===== src/rtl/bcd_pkg.sv =====
// Shared definitions for the sequential binary-to-BCD converter: FSM encoding
// and the double-dabble digit constants.
package bcd_pkg;

  typedef enum logic [1:0] {
    ST_IDLE  = 2'd0,
    ST_SHIFT = 2'd1,
    ST_DONE  = 2'd2
  } state_t;

  localparam int         BCD_DIGIT_W = 4;
  localparam logic [3:0] ADD3_THRESH = 4'd5;
  localparam logic [3:0] BCD_NINE    = 4'd9;

endpackage


===== src/rtl/bin_to_bcd_seq_if.sv =====
// Start/busy/done handshake and result bus of the binary-to-BCD converter.
// The requester (score logic / bench) is the master, the converter the slave.
interface bin_to_bcd_seq_if #(
  parameter int BIN_WIDTH = 8,
  parameter int DIGITS    = 3
);
  logic                  start;
  logic [BIN_WIDTH-1:0]  binIn;
  logic                  busy;
  logic                  done;
  logic [4*DIGITS-1:0]   bcdOut;
  logic                  overflow;

  modport master (
    output start, binIn,
    input  busy, done, bcdOut, overflow
  );

  modport slave (
    input  start, binIn,
    output busy, done, bcdOut, overflow
  );
endinterface


===== src/rtl/bcd_add3.sv =====
// One double-dabble correction cell: a BCD digit of 5 or more gets 3 added so
// the following left shift carries correctly into the next digit.
module bcd_add3
  import bcd_pkg::*;
(
  input  logic [BCD_DIGIT_W-1:0] din,
  output logic [BCD_DIGIT_W-1:0] dout
);

  assign dout = (din >= ADD3_THRESH) ? din + 4'd3 : din;

endmodule


===== src/rtl/bin_to_bcd_seq.sv =====
// Sequential double-dabble converter: one binary bit per clock, result and
// overflow flag held stable between done pulses.
module bin_to_bcd_seq
  import bcd_pkg::*;
#(
  parameter int BIN_WIDTH = 8,
  parameter int DIGITS    = 3
) (
  input  logic              clk,
  input  logic              rst_n,
  bin_to_bcd_seq_if.slave   bus
);

  localparam int BCD_W = BCD_DIGIT_W * DIGITS;
  localparam int CNT_W = $clog2(BIN_WIDTH) + 1;

  state_t               state_reg;
  logic [BIN_WIDTH-1:0] bin_reg;
  logic [BCD_W-1:0]     bcd_reg;
  logic [CNT_W-1:0]     cnt_reg;
  logic                 ovf_acc_reg;
  logic                 busy_reg;
  logic                 done_reg;
  logic [BCD_W-1:0]     bcd_out_reg;
  logic                 overflow_reg;

  logic [BCD_W-1:0]           bcd_adj;
  logic [BCD_W+BIN_WIDTH-1:0] shift_next;
  logic [BCD_W-1:0]           bcd_next;
  logic [BIN_WIDTH-1:0]       bin_next;
  logic                       ovf_next;
  logic                       last_step;
  logic [BCD_W-1:0]           nines;

  generate
    for (genvar gi = 0; gi < DIGITS; gi++) begin : g_digit
      bcd_add3 u_add3 (
        .din  (bcd_reg[gi*BCD_DIGIT_W +: BCD_DIGIT_W]),
        .dout (bcd_adj[gi*BCD_DIGIT_W +: BCD_DIGIT_W])
      );
      assign nines[gi*BCD_DIGIT_W +: BCD_DIGIT_W] = BCD_NINE;
    end
  endgenerate

  // The bit leaving the top adjusted digit is lost, so it marks overflow.
  assign shift_next = {bcd_adj[BCD_W-2:0], bin_reg, 1'b0};
  assign bcd_next   = shift_next[BCD_W+BIN_WIDTH-1 -: BCD_W];
  assign bin_next   = shift_next[BIN_WIDTH-1:0];
  assign ovf_next   = ovf_acc_reg | bcd_adj[BCD_W-1];
  assign last_step  = (cnt_reg == CNT_W'(BIN_WIDTH - 1));

  always_ff @(posedge clk or negedge rst_n) begin
    if (!rst_n) begin
      state_reg    <= ST_IDLE;
      bin_reg      <= '0;
      bcd_reg      <= '0;
      cnt_reg      <= '0;
      ovf_acc_reg  <= 1'b0;
      busy_reg     <= 1'b0;
      done_reg     <= 1'b0;
      bcd_out_reg  <= '0;
      overflow_reg <= 1'b0;
    end else begin
      case (state_reg)
        ST_IDLE: begin
          done_reg <= 1'b0;
          if (bus.start) begin
            bin_reg     <= bus.binIn;
            bcd_reg     <= '0;
            ovf_acc_reg <= 1'b0;
            cnt_reg     <= '0;
            busy_reg    <= 1'b1;
            state_reg   <= ST_SHIFT;
          end
        end
        ST_SHIFT: begin
          bcd_reg     <= bcd_next;
          bin_reg     <= bin_next;
          ovf_acc_reg <= ovf_next;
          cnt_reg     <= cnt_reg + 1'b1;
          if (last_step) begin
            busy_reg     <= 1'b0;
            done_reg     <= 1'b1;
            bcd_out_reg  <= ovf_next ? nines : bcd_next;
            overflow_reg <= ovf_next;
            state_reg    <= ST_DONE;
          end
        end
        ST_DONE: begin
          done_reg  <= 1'b0;
          state_reg <= ST_IDLE;
        end
        default: begin
          busy_reg  <= 1'b0;
          done_reg  <= 1'b0;
          state_reg <= ST_IDLE;
        end
      endcase
    end
  end

  assign bus.busy     = busy_reg;
  assign bus.done     = done_reg;
  assign bus.bcdOut   = bcd_out_reg;
  assign bus.overflow = overflow_reg;

endmodule


===== src/flat_wrapper.sv =====
// flat-port wrapper written by rule: the top's interface ports become plain ports
module bin_to_bcd_seq_flat import bcd_pkg::*;
#(
  parameter int BIN_WIDTH = 8,
  parameter int DIGITS    = 3
)
  (clk, rst_n, bus_start, bus_binIn, bus_busy, bus_done, bus_bcdOut, bus_overflow);
  bin_to_bcd_seq_if #(.BIN_WIDTH(BIN_WIDTH), .DIGITS(DIGITS)) bus_i ();
  input  logic clk;
  input  logic rst_n;
  input wire logic [$bits(bus_i.start)-1:0] bus_start;
  input wire logic [$bits(bus_i.binIn)-1:0] bus_binIn;
  output wire logic [$bits(bus_i.busy)-1:0] bus_busy;
  output wire logic [$bits(bus_i.done)-1:0] bus_done;
  output wire logic [$bits(bus_i.bcdOut)-1:0] bus_bcdOut;
  output wire logic [$bits(bus_i.overflow)-1:0] bus_overflow;
  assign bus_i.start = bus_start;
  assign bus_i.binIn = bus_binIn;
  assign bus_busy = bus_i.busy;
  assign bus_done = bus_i.done;
  assign bus_bcdOut = bus_i.bcdOut;
  assign bus_overflow = bus_i.overflow;
  bin_to_bcd_seq #(.BIN_WIDTH(BIN_WIDTH), .DIGITS(DIGITS)) u_core (.clk(clk), .rst_n(rst_n), .bus(bus_i));
endmodule

===== config.mk =====
export PLATFORM = sky130hd
export DESIGN_NAME = bin_to_bcd_seq_flat
export DESIGN_NICKNAME = d
export VERILOG_FILES = /design/src/rtl/bcd_pkg.sv /design/src/rtl/bin_to_bcd_seq_if.sv /design/src/rtl/bcd_add3.sv /design/src/rtl/bin_to_bcd_seq.sv /design/src/flat_wrapper.sv
export SDC_FILE = /design/constraint.sdc
export NUM_CORES = 1
export LEC_CHECK = 0
export ABC_AREA = 1
export ABC_CLOCK_PERIOD_IN_PS = 2100
export CAP_MARGIN = 20
export CORE_UTILIZATION = 55
export DETAILED_ROUTE_END_ITERATION = 6
export HOLD_SLACK_MARGIN = 0.03
export PLACE_DENSITY = 0.85
export SYNTH_ARGS = -nofsm -noshare
export SYNTH_HDL_FRONTEND = slang
export SYNTH_HIERARCHICAL = 1
export SYNTH_SLANG_ARGS = --single-unit

===== constraint.sdc =====
create_clock -name clk -period 2.1 [get_ports clk]
set_clock_uncertainty 0.1 [all_clocks]
set_input_delay 0.21 -clock clk [delete_from_list [all_inputs] [get_ports clk]]
set_output_delay 0.21 -clock clk [all_outputs]
set_load 0.03 [all_outputs]

* Word-level counts from Yosys, hierarchy flattened
Index checks and enable logic that the tools add are counted.
** Word-level totals
- Flip-flop bits (word level) :: 42
- Bits of input ports :: 11
- Output and inout port bits :: 15
** Operators by class
- Bitwise logic cells :: 2
- Order comparisons :: 3
- Eq/ne operators :: 5
- Add/subtract/negate cells :: 4
- Reductions and logical operators :: 6
- Multiplexer cells :: 20
** Operator list (count)
- 12-bit two-way mux :: 2
- 12-bit one-hot mux with 2 select lines :: 1
- 4-bit two-way mux :: 4
- 8-bit one-hot mux with 2 select lines :: 1
- 4-bit by 2-bit adder with 4-bit output, second input constant :: 3
- 4-bit by 3-bit greater-or-equal comparator with 1-bit output, second input constant :: 3
- 8-bit two-way mux :: 1
- 4-bit one-hot mux with 2 select lines :: 1
- 2-bit AND reduction :: 3
- 1-bit two-way mux :: 5
- 4-bit by 1-bit adder with 4-bit output, second input constant :: 1
- 4-bit by 3-bit == test with 1-bit output, second input constant :: 1
- 2-bit two-way mux :: 2
- 2-bit one-hot mux with 2 select lines :: 1
- 1-bit one-hot mux with 3 select lines :: 1
- 3-bit AND reduction :: 1
- 2-bit by 1-bit == test with 1-bit output, second input constant :: 1
- 2-bit == test, second input constant :: 1
- 2-bit logical NOT :: 1
- 2-bit by 1-bit != test with 1-bit output, second input constant :: 1
- 2-bit != test, second input constant :: 1
- 1-bit one-hot mux with 2 select lines :: 1
- 2-bit nonzero test :: 1
- 1-bit inverter :: 1
- 1-bit bitwise OR :: 1

* Logic depth before layout (Yosys ltp)
- Depth after elaboration :: 4
- Mapped depth :: 10

* Cells and area by module
Netlist, hierarchy kept.
** Modules (own cells, without submodules)
- bin_to_bcd_seq :: cells each 195, seq. area each 1051.0 um2, area an instance 1813.0 um2, times used 1
- bcd_add3 :: cells each 23, seq. area each 0.0 um2, area an instance 135.1 um2, times used 3

* Worst setup path after synthesis
Ideal clock, no wire load.
- Path type :: reg2reg
- Start point :: register u_core.bcd_reg[8]
- End point :: register u_core.bcd_out_reg[0], in the netlist u_core/bus.bcdOut[0]
- Arrival time :: 1429 ps
- Data required time :: 1881 ps
- Library setup time :: 119 ps
- Buffers on the path :: 0
- Stages on the path, launching flop included :: 10
- Setup slack :: 452 ps
- Cell sequence :: dfrtp_1 -> inv_1 -> ha_1 -> nor2_4 -> nor2_4 -> a21oi_2 -> nor2_4 -> inv_1 -> nor2_1 -> o21ai_2
** Between the ends
- Word-level cells in the longest chain between the ends :: 4
- Elaborated cells on any way between the ends :: 5
- Classes of those cells :: 1 x add/sub; 1 x order compare; 2 x mux; 1 x bitwise
** Ends and longest elaborated chain
- start, declared :: RTL line bin_to_bcd_seq.sv:19 : logic [BCD_W-1:0] bcd_reg;
- start signal, assigned :: RTL line bin_to_bcd_seq.sv:77 : bcd_reg <= bcd_next;
- 4-bit by 2-bit adder with 4-bit output or 4-bit by 3-bit greater-or-equal comparator with 1-bit output (tied branches) :: RTL line bcd_add3.sv:10 : assign dout = (din >= ADD3_THRESH) ? din + 4'd3 : din;
- 4-bit two-way mux * :: RTL line bcd_add3.sv:10
- net u_core.bcd_adj[11] :: RTL line bin_to_bcd_seq.sv:27 : logic [BCD_W-1:0] bcd_adj;
- 1-bit bitwise OR * :: RTL line bin_to_bcd_seq.sv:49 : assign ovf_next = ovf_acc_reg | bcd_adj[BCD_W-1];
- 12-bit two-way mux * :: RTL line bin_to_bcd_seq.sv:84 : bcd_out_reg <= ovf_next ? nines : bcd_next;
- end signal, assigned :: RTL line bin_to_bcd_seq.sv:84
- end, declared :: RTL line bin_to_bcd_seq.sv:24 : logic [BCD_W-1:0] bcd_out_reg;
Mark *: on every way through the listed nets, which the timed path passes. The rest lies on a longest branch.
A chain may end at the register's enable or synchronous reset.

* Worst setup path after layout
- Start point :: register u_core.bcd_reg[8]
- End point :: register u_core.bcd_out_reg[7], in the netlist u_core/bus.bcdOut[7]
The elaborated chain is that of the path after synthesis.

==> run_results.csv <==
group,metric,value,unit
placement,dpl_cell_area,2490,µm²
sta,setup_tns,0,ps
logic_synthesis,avgSynthCellArea,8.40,µm²
floorplan,design.core.area,3770,µm²
clocking,cts_tree,"done",
detailed_routing,wl_per_cell,13.0,µm
cells_and_area,diodes,0,
clocking,path_clk_slew,80,ps
global_route,grt_pass1_vias,1746,
sta,rsz0062_at_grt,"no",
logic_synthesis,netlist_area,2220,µm²
cells_and_area,layout-drive-gt1-share,18.8,%
clocking,cts_root_buf,"clkbuf_8",
logic_synthesis,yosys-top-cells-area,"dfrtp_1, nand2_1, nand3_1",
global_route,grt_use_total,24.0,%
floorplan,io_pins,26,
global_route,antenna_found_initial,0,
clocking,cts_max_level,2,
cells_and_area,final_cells,341,
critical_path,path_cells,"inv_1 -> ha_1 -> nor2_4 -> nor2_4 -> a21oi_2 -> nor2_4 -> inv_1 -> nor2_1 -> o21ai_2",
critical_path,reg2reg_slack,250,ps
critical_path,endpoint_kind,"register",
clocking,numClockSinks,42,
logic_synthesis,synth_nets,282,
detailed_routing,antenna_left,0,
critical_path,rr_worst_depth,9,
power_and_ir_drop,total_power,4.33,mW
detailed_routing,viasPerCell,5.33,
critical_path,worstPathArrival,1920,ps
critical_path,cp-endpoint,"u_core/bus.bcdOut[7]$_DFFE_PN0P_",
critical_path,cp_common_cell,"nor2_4",
min_path,hold_path_class,"in -> reg",
cells_and_area,nNetsFinal,310,
clocking,clk-insertion-delay-late,290,ps
floorplan,start_util,58.8,%
critical_path,cp_slowest_cell,"dfrtp_1",
power_and_ir_drop,p_leak,1.28,nW
global_route,grt_pass1_wl,7.87,mm
sta,report.final.setup_viol,0,
floorplan,row_count,22,
floorplan,die-area,4290,µm²
placement,place_inst,332,
logic_synthesis,synth_cells,264,
critical_path,critPathRequiredTime,2170,ps
logic_synthesis,yosys_warnings,6,
global_route,grt_max_degree,43,
critical_path,path_class,"reg -> reg",
min_path,min_from,"bus_binIn[0]",
critical_path,reg2reg_from,"u_core/bcd_reg[8]$_DFFE_PN0P_",
critical_path,timing.rr.end,"u_core/bus.bcdOut[7]$_DFFE_PN0P_",
logic_synthesis,ys_types,18,
global_route,overflow,0,
detailed_routing,routed_wl,4.44,mm
detailed_routing,drt_iter0_drc,156,
logic_synthesis,synthDominantCellAreaShare,47.4,%
floorplan,die_w,65.5,µm
clocking,cts_made_buffers,5,
placement,io_buffer_count,25,
logic_synthesis,ys_seq_area_share,47.4,%
sta,max_freq,0.540,GHz
critical_path,slowest_delay,420,ps
sta,hold_viol,0,
sta,fin_crit_sh,88.2,%
flow_run,max_cap_violations,0,
detailed_routing,drc_errors,0,
critical_path,crit_fanout,9,
sta,hold_ws,369,ps
critical_path,crit_path_start,"u_core/bcd_reg[8]$_DFFE_PN0P_",
sta,slew_headroom,65.3,%
logic_synthesis,synth_top_area_cell,"dfrtp_1",
critical_path,start_kind,"register",
outcome,outcome,"complete, no violations",
sta,layout_min_cycle_time,1850,ps
placement,hpwl,2.97,mm
floorplan,die_h,65.5,µm
cells_and_area,final_cell_area,2610,µm²
power_and_ir_drop,peakVddDrop,0.833,mV
sta,max_slew.worst_pin.slew,520,ps
cells_and_area,syn_to_final_growth,17.8,%
clocking,cts_buffer_depth,2,
detailed_routing,drt_first_pass_iters,4,
logic_synthesis,ys_ff_latch,42,
power_and_ir_drop,power.density,1660,nW/µm²
sta,drv_slew,0,
placement,gp_congestion,0.884,
clocking,cts_setup_buffers,0,
detailed_routing,vias,1819,
-- through the flow --
step | utilization, % | worst slack (ps)
6_report | 69.3 | 248
5_1_grt | 69.3 | 57.8
4_1_cts | 69.3 | 238
3_5_place_dp | 66.1 | 274
3_3_place_gp | 66.1 | 325
2_1_floorplan | - | 452
-- cell type report --
class	instances	area (µm²)
sequential	42	1050
multi-input combinational	195	1040
inverter	19	71.3
clock buffer	8	110
timing repair buffer	29	278
tap	48	60.1
fill	289	1160
-- where the power goes --
| group | internal [mW] | switching (mW) | total, mW | leakage (nW) |
|---|---|---|---|---|
| sequential | 1.16 | 0.300 | 1.46 | 0.534 |
| combinational | 0.832 | 1.44 | 2.28 | 0.684 |
| clock | 0.332 | 0.266 | 0.598 | 0.0575 |
| total | 2.32 | 2.01 | 4.33 | 1.28 |
-- worst max-delay path: cells and delay by family, from the launching register on --
kind                     cells  cell delay [ps]
AO/OA/AOI/OAI                2              130
adder cells (fa/ha/maj)      1              210
buffers and inverters        2              260
flip-flops                   1              420
AND/OR/NAND/NOR              4              600
-- Yosys cell counts (all sizes together) --
cell type / number
o21ai: 25
nand2: 93
buf: 8
dfrtp: 42
nand3: 37
inv: 19
a21oi: 4
nor2: 28
nand4: 1
ha: 7
-- cell usage in the layout, fill, tap and decap left out, drive strengths merged --
cell,n
dlygate4sd3,1
dfrtp,42
nand4,1
nand2,93
clkbuf,8
buf,4
inv,19
clkdlybuf4s50,24
o21ai,25
nand3,37
ha,7
a21oi,4
nor2,28
-- worst min path at each step --
stage / end / depth (start not counted) / slack [ps]
after floorplan: u_core/bcd_reg[0]$_DFFE_PN0P_ / 0 / -190
after global placement: u_core/bin_reg[6]$_DFFE_PN0P_ / 2 / 210
after detailed placement: u_core/bin_reg[6]$_DFFE_PN0P_ / 2 / 210
after CTS: u_core/bin_reg[0]$_DFFE_PN0P_ / 3 / 360
after global routing: u_core/bin_reg[0]$_DFFE_PN0P_ / 3 / 390
final: u_core/bin_reg[0]$_DFFE_PN0P_ / 3 / 370
-- cell families after synthesis --
family                     Yosys count  synth area share, %
buffers and inverters               27                 5.58
and+or+nand+nor                    159                 33.2
adders and majority gates            7                 3.95
DFF                                 42                 47.4
AOI/OAI and AO/OA                   29                 9.93
-- routing by layer --
metal  share of wire, %  vias up  track usage, %  wire, µm
met5                  0        -               0         0
met4               0.88        0            6.52        39
met3                3.9        4            4.86       173
met2                 49       40            39.2      2160
met1                 47      876            32.5      2070
li1                   -      899               -         -
-- repair_timing --
item	in CTS	in global routing
hold endpoints to repair	42	0
gates resized for setup	0	0
hold buffers	1	0
(Power assumes the default switching activity.)
